<file path="config.mk">
export PLATFORM = sky130hd
export DESIGN_NAME = dn_benes_ctrl
export DESIGN_NICKNAME = d
export VERILOG_FILES = /design/src/rtl/dn_pkg.sv /design/src/rtl/dn_valid_pipe.sv /design/src/rtl/dn_benes_ctrl.sv
export SDC_FILE = /design/constraint.sdc
export NUM_CORES = 1
export LEC_CHECK = 0
export CAP_MARGIN = 15
export CORE_MARGIN = 5
export CORE_UTILIZATION = 40
export DETAILED_ROUTE_END_ITERATION = 10
export PLACE_DENSITY_LB_ADDON = 0.1
export SETUP_SLACK_MARGIN = 0.3
export SYNTH_ARGS = -nofsm -noshare
export SYNTH_HDL_FRONTEND = slang
export SYNTH_SLANG_ARGS = --single-unit
</file>
<file path="constraint.sdc">
create_clock -name clk -period 4.4 [get_ports clk]
set_clock_uncertainty 0.1 [all_clocks]
set_input_delay 1.1 -clock clk [delete_from_list [all_inputs] [get_ports clk]]
set_output_delay 1.1 -clock clk [all_outputs]
set_load 0.02 [all_outputs]
</file>
<file path="src/rtl/dn_pkg.sv">
// Shared types and sizing helpers for the Benes distribution network and its controller.
package dn_pkg;

    typedef enum logic [1:0] {
        StIdle,
        StSet,
        StRun,
        StDrain
    } dn_state_e;

    function automatic int unsigned n_levels(input int unsigned n);
        return 32'(2 * $clog2(n) - 1);
    endfunction

    // One route bit per 2x2 router across all stages.
    function automatic int unsigned cfg_bits(input int unsigned n);
        return n_levels(n) * n / 2;
    endfunction

    function automatic int unsigned cfg_words(input int unsigned n, input int unsigned w);
        return (cfg_bits(n) + w - 1) / w;
    endfunction

endpackage

</file>
<file path="src/rtl/dn_valid_pipe.sv">
// Shift register that tracks which network pipeline slots hold a valid vector.
module dn_valid_pipe #(
    parameter int unsigned LAT = 5
) (
    input  logic clk_i,
    input  logic rst_ni,
    input  logic in_i,
    output logic valid_o,
    output logic empty_o
);

    logic [LAT-1:0] stage_q;
    logic [LAT-1:0] stage_d;

    always_comb begin
        stage_d = LAT'({stage_q, in_i});
    end

    always_ff @(posedge clk_i or negedge rst_ni) begin
        if (!rst_ni) begin
            stage_q <= '0;
        end else begin
            stage_q <= stage_d;
        end
    end

    assign valid_o = stage_q[LAT-1];
    // Looks at the post-shift contents so the controller can end the batch on the last tail beat.
    assign empty_o = ~|stage_d;

endmodule

</file>
<file path="src/rtl/dn_benes_ctrl.sv">
// Configuration loader and run sequencer for dn_benes: shadow route register, batch counting,
// and pipeline-latency tracking for output valid and completion.
module dn_benes_ctrl
    import dn_pkg::*;
#(
    parameter int unsigned N     = 64,
    parameter int unsigned CFG_W = 32,
    parameter int unsigned CNT_W = 16,
    parameter int unsigned LAT   = n_levels(N),
    localparam int unsigned CFG_BITS  = cfg_bits(N),
    localparam int unsigned CFG_WORDS = cfg_words(N, CFG_W)
) (
    input  logic                clk,
    input  logic                reset,
    input  logic                cfg_valid,
    output logic                cfg_ready,
    input  logic [CFG_W-1:0]    cfg_data,
    input  logic                cfg_clear,
    output logic                cfg_done,
    input  logic                start,
    input  logic [CNT_W-1:0]    len,
    output logic                busy,
    output logic                done,
    output logic                err,
    input  logic                in_valid,
    output logic                in_ready,
    output logic                out_valid,
    output logic                set_en,
    output logic                route_en,
    output logic [CFG_BITS-1:0] route_signals
);

    localparam int unsigned WCNT_W = $clog2(CFG_WORDS + 1);

    dn_state_e           state_q, state_d;
    logic [WCNT_W-1:0]   word_cnt_q, word_cnt_d;
    logic [CFG_BITS-1:0] shadow_q, shadow_d;
    logic [CNT_W-1:0]    rem_q, rem_d;
    logic                cfg_ready_q, cfg_ready_d;
    logic                cfg_done_q, cfg_done_d;
    logic                busy_q, busy_d;
    logic                done_q, done_d;
    logic                err_q, err_d;
    logic                in_ready_q, in_ready_d;
    logic                set_en_q, set_en_d;
    logic                route_en_q, route_en_d;

    logic                cfg_acc;
    logic                in_acc;
    logic                pipe_empty;
    logic [31:0]         shamt;
    logic [CFG_BITS-1:0] word_mask;
    logic [CFG_BITS-1:0] word_data;

    assign cfg_acc = cfg_valid && cfg_ready_q;
    assign in_acc  = in_valid && in_ready_q;

    always_comb begin
        state_d    = state_q;
        word_cnt_d = word_cnt_q;
        shadow_d   = shadow_q;
        rem_d      = rem_q;
        done_d     = 1'b0;
        err_d      = 1'b0;

        // Shifting within CFG_BITS drops any last-word bits beyond the route vector.
        shamt     = 32'(word_cnt_q) * CFG_W;
        word_mask = CFG_BITS'({CFG_W{1'b1}}) << shamt;
        word_data = CFG_BITS'(cfg_data) << shamt;

        unique case (state_q)
            StIdle: begin
                if (cfg_clear) begin
                    word_cnt_d = '0;
                end else if (cfg_acc) begin
                    word_cnt_d = word_cnt_q + WCNT_W'(1);
                    shadow_d   = (shadow_q & ~word_mask) | word_data;
                end
                // Judged against the registered cfg_done, i.e. before any same-cycle clear.
                if (start) begin
                    if (!cfg_done_q) begin
                        err_d = 1'b1;
                    end else if (len == '0) begin
                        done_d = 1'b1;
                    end else begin
                        rem_d   = len;
                        state_d = StSet;
                    end
                end
            end
            StSet: begin
                state_d = StRun;
            end
            StRun: begin
                if (in_acc) begin
                    rem_d = rem_q - CNT_W'(1);
                    if (rem_q == CNT_W'(1)) begin
                        state_d = StDrain;
                    end
                end
            end
            StDrain: begin
                if (pipe_empty) begin
                    done_d  = 1'b1;
                    state_d = StIdle;
                end
            end
            default: state_d = StIdle;
        endcase

        cfg_ready_d = (state_d == StIdle) && (word_cnt_d < WCNT_W'(CFG_WORDS));
        cfg_done_d  = (word_cnt_d == WCNT_W'(CFG_WORDS));
        busy_d      = (state_d != StIdle);
        set_en_d    = (state_d == StSet);
        in_ready_d  = (state_d == StRun);
        route_en_d  = (state_d == StRun) || (state_d == StDrain);
    end

    always_ff @(posedge clk or negedge reset) begin
        if (!reset) begin
            state_q     <= StIdle;
            word_cnt_q  <= '0;
            shadow_q    <= '0;
            rem_q       <= '0;
            cfg_ready_q <= 1'b0;
            cfg_done_q  <= 1'b0;
            busy_q      <= 1'b0;
            done_q      <= 1'b0;
            err_q       <= 1'b0;
            in_ready_q  <= 1'b0;
            set_en_q    <= 1'b0;
            route_en_q  <= 1'b0;
        end else begin
            state_q     <= state_d;
            word_cnt_q  <= word_cnt_d;
            shadow_q    <= shadow_d;
            rem_q       <= rem_d;
            cfg_ready_q <= cfg_ready_d;
            cfg_done_q  <= cfg_done_d;
            busy_q      <= busy_d;
            done_q      <= done_d;
            err_q       <= err_d;
            in_ready_q  <= in_ready_d;
            set_en_q    <= set_en_d;
            route_en_q  <= route_en_d;
        end
    end

    dn_valid_pipe #(
        .LAT (LAT)
    ) u_valid_pipe (
        .clk_i   (clk),
        .rst_ni  (reset),
        .in_i    (in_acc),
        .valid_o (out_valid),
        .empty_o (pipe_empty)
    );

    assign cfg_ready     = cfg_ready_q;
    assign cfg_done      = cfg_done_q;
    assign busy          = busy_q;
    assign done          = done_q;
    assign err           = err_q;
    assign in_ready      = in_ready_q;
    assign set_en        = set_en_q;
    assign route_en      = route_en_q;
    assign route_signals = shadow_q;

endmodule

</file>
==> metrics, run 1 <==
height of the chip=202 microns; Max Root-Sink Buffers=3; sequential share of power=43.2%; first-pass GRT wire length=76200 microns; average footprint of a synthesized cell=11.8 sq um; Area Overhead vs Synth=41.0%; cell taking the most area after synthesis=sky130_fd_sc_hd__dfrtp_1; worst supply voltage drop on vdd=0.000309 V; Unique masters post-synth=41; sw power=2.88 mW; total number of vias=11600; area of the core=36600 sq um; dpl hpwl=35400 microns; number of max-capacitance violations reported=0; number of remaining DRC errors=0; share of the clock period used by the worst path after layout=69.5%; Slowest-stage cell, CP=sky130_fd_sc_hd__clkdlybuf4s50_1; RSZ-0062 raised after global routing=false; Crit path required time=4.77 ns; share of async-settable or async-resettable flops after synthesis=100%; Mapped Nets=1319; Critical path buffers and inverters=2; die area=41000 sq um; crit path setup slack, layout=1.34 ns; Starting Density=40.4%; Final Hold Viols=0; proportion of total power due to net switching=29.0%; IO buf count=414; Core Util, Final=57.0%; quantity of hold-fixing buffers added after cts=0; length of the first detailed-routing pass in iterations=5; xor and xnor area share after synthesis=0%; global route overflow=0; proportion of netlist area held by the largest area contributor=66.4%; Inst Count DP=2056; Synth Area in Adders=0.930%; delay contributed by the slowest stage of the critical path=0.47 ns; worst hold path class=flop to flop; # resized after CTS=0; buffer cell driving the clock tree root=sky130_fd_sc_hd__clkbuf_16; CP top delay family=simple AND/OR/NAND/NOR gates; Seq cells post-synth=393; All-Layer GR Usage=24.3%; ratio of cells with drive above 1 in the final layout=6.99%; run status=completed; WL per Instance=24.3 microns; PnR Total Power=9.91 mW; Worst-path clk slew=0.06 ns; initial antenna violation count=2; CP Class=input port to flop; total number of yosys warnings=0; number of global-route vias before repair=11500; largest net degree at the start of global routing=92; count of pins over their slew limit=0; arrival time of data at the critical path endpoint=3.43 ns; Startpoint Class=input port; Power Dens Cells=475 nW/um^2; worst slack at placement=0.819 ns; leakage=9.78 nW; Mapped Area=14800 sq um; internal power=7.03 mW; remaining antenna violation count=0; Final Critical Period=3.06 ns; number of enable-type register cells in the synthesized netlist=0; slew at the pin with the worst max-slew slack=1.04 ns; Synth area leaders=sky130_fd_sc_hd__dfrtp_1 (66%), sky130_fd_sc_hd__a22o_1 (15%), sky130_fd_sc_hd__nand2_1 (8.1%); prevailing post-synth register cell=sky130_fd_sc_hd__dfrtp_1; setup bufs post-CTS=0; main combinational cell family by area after synthesis=compound AO/OA/AOI/OAI gates; CTS tree=yes; total I/O pin count=415; Die X-Extent=202 microns; share of power burned in combinational logic=21.0%; worst slew margin relative to its limit=30.6%; final instance count without filler cells=2129; number of vias per cell=5.45; Final Setup Violations=0; row cnt=70; GP Congestion=0.796; Synth Area in Compound Gates=18.1%; simple-gate share of the synthesized area=11.3%; total CTS buffers=43; multiplexer area fraction after synthesis=0.135%; source-to-sink clock delay at the later pin of the worst-skew pair=0.53 ns; ordered list of cells on the worst path=clkdlybuf4s50_1 > nand2b_1 > nor3_1 > nand2_1 > nor2_4 > buf_4 > a22o_1; CTS H-Tree Depth=2; clock tree sinks=393; top achievable clock speed=0.327 GHz; layout net count=1698; Setup Total Neg Slack=0 ns; sequential element share of the synthesized area=66.4%; share of power burned in the clock network=35.8%; number of instances in the synthesized netlist=1254; Iteration-0 DRC Markers=823; WL final=51800 microns; critical path fanouts, max=22; Worst setup EP type=flop
-- cell usage in the layout (no fill, tap or decap), drive strengths merged, types with 3 or more instances in the layout --
master	count
a21oi	18
a22o	257
a31oi	9
a41oi	5
buf	29
bufinv	3
clkbuf	60
clkdlybuf4s50	413
clkinv	7
dfrtp	393
ha	11
inv	15
nand2	321
nand2b	3
nand3	5
nor2	30
nor2b	4
nor3	12
nor4	11
o21ai	11
o22a	13
or2	3
or3	5
-- synth_stat cells, types with 2 or more instances --
cell,instances
sky130_fd_sc_hd__nand2_1,321
sky130_fd_sc_hd__a22o_1,257
sky130_fd_sc_hd__nand3_1,5
sky130_fd_sc_hd__o22ai_1,2
sky130_fd_sc_hd__inv_1,14
sky130_fd_sc_hd__nand2b_1,3
sky130_fd_sc_hd__mux2i_1,2
sky130_fd_sc_hd__a31oi_1,9
sky130_fd_sc_hd__o22a_1,12
sky130_fd_sc_hd__ha_1,11
sky130_fd_sc_hd__or2_2,3
sky130_fd_sc_hd__nor3_1,11
sky130_fd_sc_hd__a41oi_1,5
sky130_fd_sc_hd__nor2b_1,4
sky130_fd_sc_hd__and2_1,2
sky130_fd_sc_hd__or3_1,5
sky130_fd_sc_hd__buf_2,3
sky130_fd_sc_hd__clkbuf_1,103
sky130_fd_sc_hd__a21oi_1,18
sky130_fd_sc_hd__o21ai_0,10
sky130_fd_sc_hd__nor4_1,10
sky130_fd_sc_hd__o31a_1,2
sky130_fd_sc_hd__nor2_1,30
sky130_fd_sc_hd__buf_1,2
sky130_fd_sc_hd__dfrtp_1,393
sky130_fd_sc_hd__nand4_1,2
-- logic make-up after synthesis --
kind of cell | Yosys count
AND/OR/NAND/NOR | 404
adder cells (fa/ha/maj) | 11
multiplexers | 2
AO/OA/AOI/OAI | 322
flip-flops | 393
buffers and inverters | 122
-- final timing paths --
kind                                          from  depth (start not counted)                      end  slack [ns]
min in group asynchronous                    reset                          1       route_signals[292]        0.44
setup reg to reg                        state_q[1]                          8       route_signals[234]        1.43
hold / removal             u_valid_pipe.stage_q[3]                          0  u_valid_pipe.stage_q[4]        0.27
max in group asynchronous                    reset                          2       route_signals[211]        2.85
hold reg to reg            u_valid_pipe.stage_q[3]                          0  u_valid_pipe.stage_q[4]        0.27
setup / recovery                         cfg_clear                          7       route_signals[234]        1.34
-- state kept, by name (all words and copies together) (netlist names), 2 cells and up --
register / flops
route_signals: 352
rem_q: 16
u_valid_pipe.stage_q: 11
word_cnt_q: 4
state_q: 2
-- cell type report --
class | count | area [sq um]
Antenna cell | 1 | 2.50
Clock buffer | 60 | 1240
Clock inverter | 12 | 141
Fill cell | 3110 | 15700
Inverter | 14 | 52.6
Multi-Input combinational cell | 739 | 4590
Sequential cell | 393 | 9830
Tap cell | 468 | 586
Timing Repair Buffer | 442 | 4420
-- layer usage --
metal / routed length, microns / global-route usage (%) / vias up / share of wire [%]
met5: 13 / 0 / - / 0.025
met3: 3950 / 6.56 / 76 / 7.6
met2: 24600 / 39.6 / 446 / 47
met1: 21900 / 32.2 / 5913 / 42
met4: 1370 / 6.77 / 2 / 2.7
li1: - / - / 5169 / -
-- stage by stage --
step / cell area [sq um] / hold slack, ns
3_3_place_gp: 19500 / 0.262
2_1_floorplan: 14800 / 0.254
5_1_grt: 20900 / 0.279
3_5_place_dp: 19500 / 0.266
4_1_cts: 20900 / 0.275
6_report: 20900 / 0.272
-- power by group through the flow --
stage | logic [mW] | clock network [mW] | registers [mW]
after global placement | 2.05 | 0 | 4.33
after CTS | 2.09 | 3.60 | 4.28
after global routing | 2.24 | 3.77 | 4.33
after floorplan | 0.824 | 0 | 4.59
final | 2.08 | 3.55 | 4.29
after detailed placement | 2.09 | 0 | 4.34
-- worst register-to-register path, delay by kind of cell (launching register included) --
family / cells / cell delay [ns]
buffers and inverters: 2 / 0.49
AOI/OAI and AO/OA: 1 / 0.20
and+or+nand+nor: 4 / 1.25
DFF: 1 / 0.47
adders and majority gates: 1 / 0.41
No activity file was read; power rests on OpenSTA's default activity.
==> run 2, diff against run 1 <==
Clock period 4.4 ns to 3.1 ns, I/O delays scaled along.
==> run 2 against run 1 <==
  * Worst hold slack worse by 0.18 ns
  * Wire length down 1.3%
  * Setup slack got worse by 0.71 ns
  * Power grew 46%
  * Global-route usage shrank 0.11 points
  * Combinational power increased by 47%
  * Critical path depth shrank 6
  * Die area unchanged
  * Cell area rose by 2.4%
  * Clock power increased by 50%
  * Critical path type is now flop to output pin
  * Sequential cell count stayed put
  * Via count increased by 1.7%
==> metrics, run 2 (synthesis gave the netlist of run 1 again) <==
Startpoint Class=flop; sw power=4.15 mW (+44%); share of power burned in combinational logic=21.1% (about the same); first-pass GRT wire length=76000 microns (-0.27%); number of global-route vias before repair=11700 (+1.6%); ordered list of cells on the worst path=clkdlybuf4s50_1; # resized after CTS=0 (unchanged); total number of vias=11800 (+1.7%); Worst-path clk slew=0.06 ns (about the same); worst slack at placement=0.138 ns (-0.681 ns); worst slew margin relative to its limit=46.8% (+16 points); Final Critical Period=2.47 ns; sequential share of power=42.0% (-1.2 points); ratio of cells with drive above 1 in the final layout=9.02% (+2.0 points); crit path setup slack, layout=0.628 ns (-0.714 ns); RSZ-0062 raised after global routing=false; Starting Density=40.4% (unchanged); arrival time of data at the critical path endpoint=1.60 ns (-1.83 ns); worst supply voltage drop on vdd=0.000451 V (+46%); Max Root-Sink Buffers=3 (unchanged); CP Class=flop to output pin; setup bufs post-CTS=0 (unchanged); leakage=10.0 nW (+2.4%); WL final=51100 microns (-1.3%); clock tree sinks=393 (unchanged); leading cell type in the layout, fill and taps excluded=sky130_fd_sc_hd__clkdlybuf4s50_1; largest net degree at the start of global routing=68 (-26%); source-to-sink clock delay at the later pin of the worst-skew pair=0.53 ns (about the same); Critical path buffers and inverters=1 (-1); Die X-Extent=202 microns (unchanged); Final Setup Violations=0 (unchanged); Setup Total Neg Slack=0 ns (unchanged); proportion of total power due to net switching=28.7% (-0.35 points); delay contributed by the slowest stage of the critical path=0.70 ns (+0.23 ns); die area=41000 sq um (unchanged); CTS H-Tree Depth=2 (unchanged); internal power=10.3 mW (+47%); row cnt=70 (unchanged); most frequent cells in the layout=sky130_fd_sc_hd__clkdlybuf4s50_1 (413), sky130_fd_sc_hd__dfrtp_1 (393), sky130_fd_sc_hd__nand2_1 (318), sky130_fd_sc_hd__a22o_1 (257), sky130_fd_sc_hd__buf_4 (44); global-route track usage on met2=38.3% (-1.3 points); slew at the pin with the worst max-slew slack=0.795 ns (-0.243 ns); number of remaining DRC errors=0 (unchanged); quantity of hold-fixing buffers added after cts=0 (unchanged); buffer cell driving the clock tree root=sky130_fd_sc_hd__clkbuf_16; IO buf count=414 (unchanged); count of pins over their slew limit=0 (unchanged); height of the chip=202 microns (unchanged); share of power burned in the clock network=36.9% (+1.1 points); remaining antenna violation count=0 (unchanged); dpl hpwl=35600 microns (+0.63%); number of vias per cell=5.45 (about the same); max FFs per register=352 (unchanged); run status=completed; CTS tree=yes; length of the first detailed-routing pass in iterations=5 (unchanged); GP Congestion=0.819 (+3.0%); initial antenna violation count=2 (unchanged); Crit path required time=2.22 ns (-2.55 ns); WL per Instance=23.6 microns (-3.1%); area of the core=36600 sq um (unchanged); CP top delay family=buffers and inverters; share of the clock period used by the worst path after layout=79.7%; global route overflow=0 (unchanged); Slowest-stage cell, CP=sky130_fd_sc_hd__clkdlybuf4s50_1; number of max-capacitance violations reported=0 (unchanged); Area Overhead vs Synth=44.3%; Final Hold Viols=0 (unchanged); Global Route met3 Usage=5.73% (-0.83 points); Global Route met1 Usage=33.4% (+1.3 points); All-Layer GR Usage=24.2% (-0.11 points); Sequential Area=9830 sq um (unchanged); Power Dens Cells=677 nW/um^2 (+42%); area used by multi-input combinational logic=4590 sq um (unchanged); layout net count=1729 (+1.8%); critical path fanouts, max=2 (-91%); Iteration-0 DRC Markers=742 (-9.8%); worst hold path class=input port to asynchronous set/reset pin; worst-case reg-to-reg path depth=9 (+1); total of fill cells in the finished design=3073 (-1.2%); total I/O pin count=415 (unchanged); total CTS buffers=42 (-2.3%); most heavily used metal layer in global routing=met2; number of gates on the worst path with buffers counted=1 (-6); Worst setup EP type=output pin; top achievable clock speed=0.405 GHz
## run 2: changes by cell type in the layout (fill, tap and decap cells not counted), sizes merged
cell | previous run | this run
clkinvlp | 1 | 4
clkinv | 7 | 6
bufinv | 3 | 6
buf | 29 | 61
diode | 1 | 2
## run 2: cell type report
class                      instances  share of cell area [%]
antenna                            2                  0.0234
clock buffer                      60                    5.80
clock inverter                    17                    1.20
inverter                          14                   0.246
multi-input combinational        739                    21.5
sequential                       393                    46.0
tap                              468                    2.74
timing repair buffer             474                    22.5
## run 2: path summary, 6_finish.rpt
path | startpoint | end | slack [ns]
worst max-delay path | route_signals[151] | route_signals[151] | 0.63
worst min-delay path | reset | route_signals[228] | 0.1
worst max register to register | state_q[0] | rem_q[15] | 0.67
worst min register to register | u_valid_pipe.stage_q[3] | u_valid_pipe.stage_q[4] | 0.28
max in group asynchronous | reset | route_signals[317] | 1.91
min in group clk | u_valid_pipe.stage_q[3] | u_valid_pipe.stage_q[4] | 0.28
## run 2: routing by layer
metal | part of all wire, % | vias up
met4 | 2.8 | 0
met2 | 47 | 446
met5 | 0 | -
met1 | 43 | 6020
met3 | 7.3 | 74
li1 | - | 5268
## run 2: metrics by stage
| step | area [sq um] | total power, mW | hold WS (ns) | utilization (%) | cells |
|---|---|---|---|---|---|
| finish | 21400 | 14.5 | 0.0971 | 58.4 | 2167 |
| global route | 21400 | 15.1 | 0.124 | 58.4 | 2167 |
| CTS | 21400 | 14.6 | 0.111 | 58.3 | 2165 |
| detailed placement | 19900 | 9.22 | 0.268 | 54.3 | 2088 |
| global placement | 19900 | 9.16 | 0.263 | 54.3 | 2088 |
| floorplan | 14800 | 7.68 | 0.254 | - | 1254 |
## run 2: power groups by stage
stage          sequential [mW]  clock, mW  combinational [mW]
4_1_cts                   6.07       5.45                3.08
6_report                  6.07       5.34                3.05
3_5_place_dp              6.14          0                3.07
2_1_floorplan             6.51          0                1.17
3_3_place_gp              6.14          0                3.02
5_1_grt                   6.14       5.67                3.27
